## src/rtl/oam_dma_ctrl.sv

```systemverilog
// OAM DMA sequencer: captures writes to $FF46, waits a fixed setup delay, then
// copies BYTES bytes from the selected page into OAM, one byte per CYC_PER_BYTE clocks.
module oam_dma_ctrl #(
  parameter int unsigned BYTES        = 160,
  parameter int unsigned CYC_PER_BYTE = 4,
  parameter int unsigned SETUP_CYC    = 4
) (
  input  logic        clk,
  input  logic        rst,
  input  logic [15:0] cpu_addr,
  input  logic        cpu_wr,
  input  logic [7:0]  cpu_wdata,
  output logic [7:0]  ff46_q,
  output logic        busy,
  output logic        done,
  output logic [15:0] src_addr,
  output logic        src_vram,
  output logic        src_rd,
  input  logic [7:0]  ext_data,
  input  logic [7:0]  vram_data,
  output logic [7:0]  oam_addr,
  output logic [7:0]  oam_wdata,
  output logic        oam_we
);

  localparam int unsigned TOTAL_CYC = BYTES * CYC_PER_BYTE;
  localparam int unsigned CNT_W     = $clog2(TOTAL_CYC);
  localparam int unsigned SUB_W     = $clog2(CYC_PER_BYTE);
  localparam int unsigned SCNT_W    = (SETUP_CYC > 1) ? $clog2(SETUP_CYC) : 1;

  localparam logic [15:0]       DMA_REG_ADDR = 16'hFF46;
  localparam logic [CNT_W-1:0]  CNT_LAST     = CNT_W'(TOTAL_CYC - 1);
  localparam logic [SCNT_W-1:0] SCNT_LAST    = SCNT_W'(SETUP_CYC - 1);
  localparam logic [SUB_W-1:0]  SUB_LAST     = SUB_W'(CYC_PER_BYTE - 1);
  localparam logic [7:0]        ECHO_PAGE    = 8'hE0;
  localparam logic [7:0]        ECHO_OFS     = 8'h20;

  typedef enum logic {
    S_IDLE   = 1'b0,
    S_ACTIVE = 1'b1
  } state_t;

  state_t              state_q, state_d;
  logic [7:0]          ff46_d;
  logic                pend_q, pend_d;
  logic [SCNT_W-1:0]   scnt_q, scnt_d;
  logic [CNT_W-1:0]    cnt_q, cnt_d;
  logic [7:0]          page_q, page_d;
  logic                done_d;

  logic                reg_wr_c;
  logic                setup_exp_c;
  logic [7:0]          idx_c;
  logic [SUB_W-1:0]    sub_c;
  logic [7:0]          base_page_c;
  logic [15:0]         act_addr_c;
  logic                act_vram_c;

  // Register write decode; a fresh write always re-arms the setup and so blocks a same-cycle expiry
  assign reg_wr_c    = cpu_wr && (cpu_addr == DMA_REG_ADDR);
  assign setup_exp_c = pend_q && !reg_wr_c && (scnt_q == SCNT_LAST);

  // State and datapath registers
  always_ff @(posedge clk) begin
    if (!rst) begin
      state_q <= S_IDLE;
      ff46_q  <= 8'h00;
      pend_q  <= 1'b0;
      scnt_q  <= '0;
      cnt_q   <= '0;
      page_q  <= 8'h00;
      done    <= 1'b0;
    end else begin
      state_q <= state_d;
      ff46_q  <= ff46_d;
      pend_q  <= pend_d;
      scnt_q  <= scnt_d;
      cnt_q   <= cnt_d;
      page_q  <= page_d;
      done    <= done_d;
    end
  end

  // Next-state: register capture, setup countdown, transfer counter
  always_comb begin
    state_d = state_q;
    ff46_d  = ff46_q;
    pend_d  = pend_q;
    scnt_d  = scnt_q;
    cnt_d   = cnt_q;
    page_d  = page_q;
    done_d  = 1'b0;

    if (reg_wr_c) begin
      ff46_d = cpu_wdata;
      pend_d = 1'b1;
      scnt_d = '0;
    end else if (pend_q) begin
      if (setup_exp_c) begin
        pend_d = 1'b0;
        scnt_d = '0;
      end else begin
        scnt_d = scnt_q + SCNT_W'(1);
      end
    end

    case (state_q)
      S_IDLE: begin
        if (setup_exp_c) begin
          state_d = S_ACTIVE;
          cnt_d   = '0;
          page_d  = ff46_q;
        end
      end
      S_ACTIVE: begin
        // A matured rewrite restarts the copy and suppresses done for the abandoned one
        if (setup_exp_c) begin
          cnt_d  = '0;
          page_d = ff46_q;
        end else if (cnt_q == CNT_LAST) begin
          state_d = S_IDLE;
          cnt_d   = '0;
          done_d  = 1'b1;
        end else begin
          cnt_d = cnt_q + CNT_W'(1);
        end
      end
      default: state_d = S_IDLE;
    endcase
  end

  // Transfer address and source decode from the current page and counter
  always_comb begin
    idx_c       = 8'(cnt_q >> SUB_W);
    sub_c       = cnt_q[SUB_W-1:0];
    base_page_c = (page_q >= ECHO_PAGE) ? (page_q - ECHO_OFS) : page_q;
    act_addr_c  = {base_page_c, 8'h00} + {8'h00, idx_c};
    act_vram_c  = (act_addr_c[15:13] == 3'b100);
  end

  assign busy = (state_q == S_ACTIVE);

  // Bus-facing outputs, forced to zero while idle
  always_comb begin
    src_addr  = 16'h0000;
    src_vram  = 1'b0;
    src_rd    = 1'b0;
    oam_addr  = 8'h00;
    oam_wdata = 8'h00;
    oam_we    = 1'b0;
    if (busy) begin
      src_addr  = act_addr_c;
      src_vram  = act_vram_c;
      src_rd    = 1'b1;
      oam_addr  = idx_c;
      oam_wdata = act_vram_c ? vram_data : ext_data;
      oam_we    = (sub_c == SUB_LAST);
    end
  end

endmodule

```

## config.mk

```make
export PLATFORM = sky130hd
export DESIGN_NAME = oam_dma_ctrl
export DESIGN_NICKNAME = d
export VERILOG_FILES = /design/src/rtl/oam_dma_ctrl.sv
export SDC_FILE = /design/constraint.sdc
export NUM_CORES = 1
export LEC_CHECK = 0
export ABC_AREA = 1
export CAP_MARGIN = 20
export CORE_MARGIN = 2
export CORE_UTILIZATION = 43
export CTS_CLUSTER_SIZE = 40
export DETAILED_ROUTE_END_ITERATION = 12
export PLACE_DENSITY = 0.85
export SYNTH_ARGS = -nofsm -noshare
export SYNTH_HDL_FRONTEND = slang
export SYNTH_SLANG_ARGS = --single-unit
```

## constraint.sdc

```tcl
create_clock -name clk -period 2.9 [get_ports clk]
set_input_delay 0.725 -clock clk [delete_from_list [all_inputs] [get_ports clk]]
set_output_delay 0.725 -clock clk [all_outputs]
set_load 0.02 [all_outputs]
```

==> results.md, run 1 <==
* Outcome: completed
* PwrDens at 360 mW/mm^2
* Sw Ratio at 0.180
* Detailed Route WL at 4.39 mm
* Syn nets at 323
* Worst Skew at 0.00544 ns
* Leading register cell type out of synthesis: dfxtp_1
* Max Root-Sink Buffers at 2
* Critical Path AT at 2.00 ns
* Final period utilization at 0.941
* Hold slack at 0.449 ns
* CTS Sinks at 31
* CP max stage delay at 0.62 ns
* Placer congestion estimate at 0.811
* Violation count after the first detailed-route iteration at 158
* Synth Area per Inst at 6.42 sq um
* Critical Path Fanout Max at 17
* Cell family with most CP delay: buffers and inverters
* Synth area leader: dfxtp_1
* Leading cell types by count after synthesis: nand2_1 (52), nor2_1 (45), inv_1 (37)
* Ranking of synthesized cells by area: dfxtp_1 (35%), nand2_1 (11%), nor2_1 (9.5%)
* Clock tree from TritonCTS: yes
* Clock transition at path regs at 0.07 ns
* Max_cap viols at 0
* Postcts setup bufs at 0
* YS warnings at 0
* Largest net degree at the start of global routing at 20
* Initial antenna violation count at 0
* Number of flops mapped to enable cells by yosys at 0
* DIE HEIGHT at 68.3 microns
* WL/cell at 10.8 microns
* Gate power share at 0.073
* Drt first pass iters at 4
* Endpoints failing setup at 0
* Seq/Total Area, Yosys at 0.349
* Vias in the first global route at 1723
* Gr ovfl total at 0
* Initial core utilization at 0.444
* Most numerous cell in the Yosys netlist: nand2_1
* Final ANT Viol Nets at 0
* Post-Syn Instances at 277
* Clock power share at 0.503
* CTS buffer count at 5
* Final min period at 2.73 ns
* Peak VDD IR at 0.000356 V
* HP Class: reg -> reg
* Ys async rst share at 0
* Final Max Tran Viols at 0
* Detailed-placement wirelength estimate at 3.31 mm
* Switching Power at 181 uW
* Layout area overhead at 56.9%
* Nets at 403
* Internal at 823 uW
* First-pass GRT wire length at 7.28 mm
* Core Area at 0.00400 sq mm
* Post-Route Utilization at 0.697
* Die width at 68.3 microns
* Reg power frac at 0.424
* Routed vias/inst at 4.80
* Layout cells sized above 1 at 0.0642
* Rows at 23
* Crit. End Element: primary output
* PortBufs at 87
* Pleak at 1.32 nW
* Required @ worst endpoint at 2.17 ns
* Final hold vios at 0
* IO Pins at 88
* Fmax at 0.366 GHz
* Post-synthesis instance area at 0.00178 sq mm
* Critical Path Source Type: flip-flop
* Worst-path cell with the longest stage delay: clkdlybuf4s50_1
* All-Layer GR Usage at 0.206
* Worst slew pin tran at 0.487 ns
* ANT cells at 0
* Buffers & Inverters on Critical Path at 2
* Synth Register Bits at 31
* Post-synth top area share at 0.349
* H-tree levels at 2
* Worst-skew pair later-pin latency at 0.28 ns
* Root Buffer: clkbuf_8
* Die ar. at 0.00466 sq mm
* Distinct cells, synth at 22
* Critical path type: reg -> out
* Rel. slew slack at 0.675
* Via count at 1957
* DRC at 0
* Critical path cell sequence: inv_1 > ha_1 > nand3_4 > o21ai_0 > a21oi_1 > clkdlybuf4s50_1
registers in the layout, indices dropped and copies added (netlist names):
register	cells
pend_q	1
done	1
scnt_q	2
page_q	8
ff46_q	8
cnt_q	10
busy	1
stage by stage:
step           cells  instance area (sq um)  power (mW)  setup WS, ns   TNS, ns
3_5_place_dp     400                   2630       0.509         0.141         0
3_3_place_gp     400                   2630       0.508         0.157         0
2_1_floorplan    277                   1780       0.449         0.772         0
4_1_cts          408                   2760        1.01        0.0761         0
5_1_grt          408                   2790        1.03      -0.00354  -0.00354
6_report         408                   2790        1.00         0.170         0
what timing repair did:
action                     4_1_cts  5_1_grt
resized for setup                1        8
hold buffers                     0        0
pin swaps                        0        0
setup endpoints to repair        8        8
cloned                           0        0
cell type report:
type	count	area [sq um]
clock buffers	6	72.6
clock inverters	2	60.1
fillers	362	1210
inverters	40	150
multi-input cells	187	897
flip-flops and latches	31	621
well taps	50	62.6
repair buffers	92	926
logic make-up after synthesis:
logic type	synth area share
simple gates	0.334
buf+inv	0.153
compound gates	0.132
flops	0.349
fa+ha+maj	0.0211
xor+xnor	0.00493
mux	0.00563
power groups by stage:
stage / Combinational, mW / Sequential [mW] / Clock [mW]
final: 0.0737 / 0.426 / 0.505
after global routing: 0.0806 / 0.425 / 0.528
after CTS: 0.0742 / 0.426 / 0.511
after global placement: 0.0730 / 0.435 / 0
after detailed placement: 0.0740 / 0.435 / 0
after floorplan: 0.0139 / 0.435 / 0
worst reg2reg max path, cell delays in order (launching register included):
cell	delay, ns
dfxtp_1	0.62
inv_1	0.18
buf_4	0.21
nor2_2	0.34
nand3_1	0.15
a21oi_1	0.16
layer usage:
metal / part of all wire / wire [microns] / global-route usage
met1: 0.42 / 1850 / 0.226
met2: 0.51 / 2250 / 0.380
met3: 0.052 / 230 / 0.0477
met4: 0.014 / 63 / 0.0800
met5: 0 / 0 / 0
layout by cell type (no fill, tap or decap), types with 3 or more instances in the layout:
cell,synthesis,final
a21oi_1,18,18
buf_4,9,5
clkbuf_8,0,5
clkdlybuf4s50_1,0,80
dfxtp_1,31,31
dlymetal6s2s_1,0,7
ha_1,3,3
inv_1,37,37
inv_2,3,3
nand2_1,52,52
nand3_1,28,27
nand4_1,4,4
nor2_1,45,45
nor2_2,4,4
o21ai_0,25,25
worst paths after layout:
kind | slack (ns) | end | cells after the start | startpoint
max | 0.17 | oam_wdata[3] | 6 | page_q[5]
min | 0.45 | page_q[3] | 2 | page_q[3]
max reg2reg | 1.18 | cnt_q[9] | 5 | busy
min reg2reg | 0.45 | page_q[3] | 2 | page_q[3]
No activity file was read; power rests on OpenSTA's default activity.
==> run 2, diff against run 1 <==
- MAX_ROUTING_LAYER: default -> met4
==> run 2 against run 1 <==
  * Routed wire length rose by 0.27%
  * Core utilization did not move
  * Clock power barely moved
  * Register-to-register slack barely moved
  * Non-clock buffer count did not move
  * Maximum frequency barely moved
  * Sequential cell count did not move
  * Design area did not move
  * Die area did not move
  * Worst hold slack barely moved
  * Final cell count did not move
  * Largest cell class unchanged
  * Highest routed layer unchanged
==> results.md, run 2 (synthesis results as in run 1) <==
* Clock transition at path regs at 0.07 ns
* PwrDens at 360 mW/mm^2
* First-pass GRT wire length at 7.27 mm
* Final period utilization at 0.942
* Worst-path cell with the longest stage delay: clkdlybuf4s50_1
* Routed vias/inst at 4.78
* Die ar. at 0.00466 sq mm
* PortBufs at 87
* Detailed-placement wirelength estimate at 3.31 mm
* Switching Power at 182 uW
* All-Layer GR Usage at 0.211
* Critical Path Fanout Max at 17
* WL/cell at 10.8 microns
* Vias in the first global route at 1727
* CTS buffer count at 5
* CP max stage delay at 0.62 ns
* Most frequent cells in the layout: clkdlybuf4s50_1 (80), nand2_1 (52), nor2_1 (45)
* Final hold vios at 0
* Crit. End Element: primary output
* Buffers & Inverters on Critical Path at 2
* IO Pins at 88
* Layout cells sized above 1 at 0.0642
* Worst r2r src: busy
* Initial core utilization at 0.444
* Rows at 23
* Rel. slew slack at 0.672
* Final min period at 2.73 ns
* Fin Setup TNS at 0 ns
* Placer congestion estimate at 0.823
* Peak VDD IR at 0.000356 V
* Reg power frac at 0.424
* Critical path type: reg -> out
* Drt first pass iters at 4
* Cell family with most CP delay: buffers and inverters
* Top reg by flops: cnt_q
* First element of the critical path: page_q[5]
* Gate power share at 0.073
* Critical path cell sequence: inv_1 > ha_1 > nand3_4 > o21ai_0 > a21oi_1 > clkdlybuf4s50_1
* Outcome: completed
* Critical Path Source Type: flip-flop
* Max Root-Sink Buffers at 2
* DIE HEIGHT at 68.3 microns
* Final Max Tran Viols at 0
* Required @ worst endpoint at 2.17 ns
* M3 GR Usage at 0.0477
* Endpoints failing setup at 0
* Worst-skew pair later-pin latency at 0.28 ns
* Max_cap viols at 0
* Critical Path AT at 2.01 ns
* Fmax at 0.366 GHz
* Largest net degree at the start of global routing at 20
* Max reg flops at 10
* Root Buffer: clkbuf_8
* Final ANT Viol Nets at 0
* Worst slew pin tran at 0.491 ns
* Worst Skew at 0.00497 ns
* Nets at 403
* Met2 Resource Use GR at 0.381
* Violation count after the first detailed-route iteration at 159
* Layout area overhead at 56.9%
* Biggest regs: cnt_q: 10 flops, ff46_q: 8 flops, page_q: 8 flops
* Die width at 68.3 microns
* Pleak at 1.32 nW
* Core Area at 0.00400 sq mm
* Detailed Route WL at 4.40 mm
* Clock tree from TritonCTS: yes
* Gr busiest metal: met2
* Hold_sp: page_q[3]
* Post-DP Area at 0.00263 sq mm
* HP Class: reg -> reg
* H-tree levels at 2
* Initial antenna violation count at 0
* DRC at 0
* Sw Ratio at 0.181
* Gr ovfl total at 0
* Final Cell Area at 0.00279 sq mm
* Internal at 823 uW
* CTS Sinks at 31
* Via count at 1951
* ANT cells at 0
* GRT met1 Usage at 0.224
* Clock power share at 0.503
* Commonest non-fill, non-tap cell in the layout: clkdlybuf4s50_1
* Postcts setup bufs at 0
## run 2: cell counts in the layout (fill, tap and decap cells not counted)
Identical to the previous run, type by type.
## run 2: area by class of cell
type | count | area [sq um]
Fill cell | 362 | 1210
Timing Repair Buffer | 92 | 926
Multi-Input combinational cell | 187 | 897
Sequential cell | 31 | 621
Inverter | 40 | 150
Clock buffer | 6 | 72.6
Tap cell | 50 | 62.6
Clock inverter | 2 | 60.1
## run 2: worst paths after layout
| path | slack (ns) | end | cells past startpoint |
|---|---|---|---|
| max | 0.17 | oam_wdata[3] | 6 |
| min | 0.45 | page_q[3] | 2 |
| min reg2reg | 0.45 | page_q[3] | 2 |
| max reg2reg | 1.17 | cnt_q[9] | 5 |
## run 2: per-stage QoR
stage	util	setup WS [ns]	power [mW]	hold WS, ns	cells
after floorplan	-	0.772	0.449	0.419	277
after global placement	0.657	0.157	0.508	0.431	400
after detailed placement	0.657	0.141	0.509	0.440	400
after CTS	0.691	0.0761	1.01	0.452	408
after global routing	0.697	-0.00422	1.03	0.482	408
final	0.697	0.168	1.00	0.449	408
## run 2: worst register-to-register path, stage by stage (launching register included)
cell	delay [ns]
dfxtp_1	0.62
inv_1	0.17
buf_4	0.21
nor2_2	0.34
nand3_1	0.15
a21oi_1	0.16
## run 2: metal layers
| metal | share of wire | wire length, microns |
|---|---|---|
| met1 | 0.43 | 1880 |
| met2 | 0.51 | 2250 |
| met3 | 0.046 | 203 |
| met4 | 0.014 | 63 |
| met5 | 0 | 0 |
## run 2: what timing repair did
item	in CTS	in global routing
endpoints found under the setup margin	8	8
pin swaps	0	0
hold buffers	0	0
resized for setup	1	8
## run 2: power groups by stage
stage / combinational [mW] / sequential, mW / clock [mW]
3_5_place_dp: 0.0740 / 0.435 / 0
2_1_floorplan: 0.0139 / 0.435 / 0
4_1_cts: 0.0742 / 0.426 / 0.511
6_report: 0.0738 / 0.426 / 0.505
5_1_grt: 0.0806 / 0.425 / 0.528
3_3_place_gp: 0.0730 / 0.435 / 0
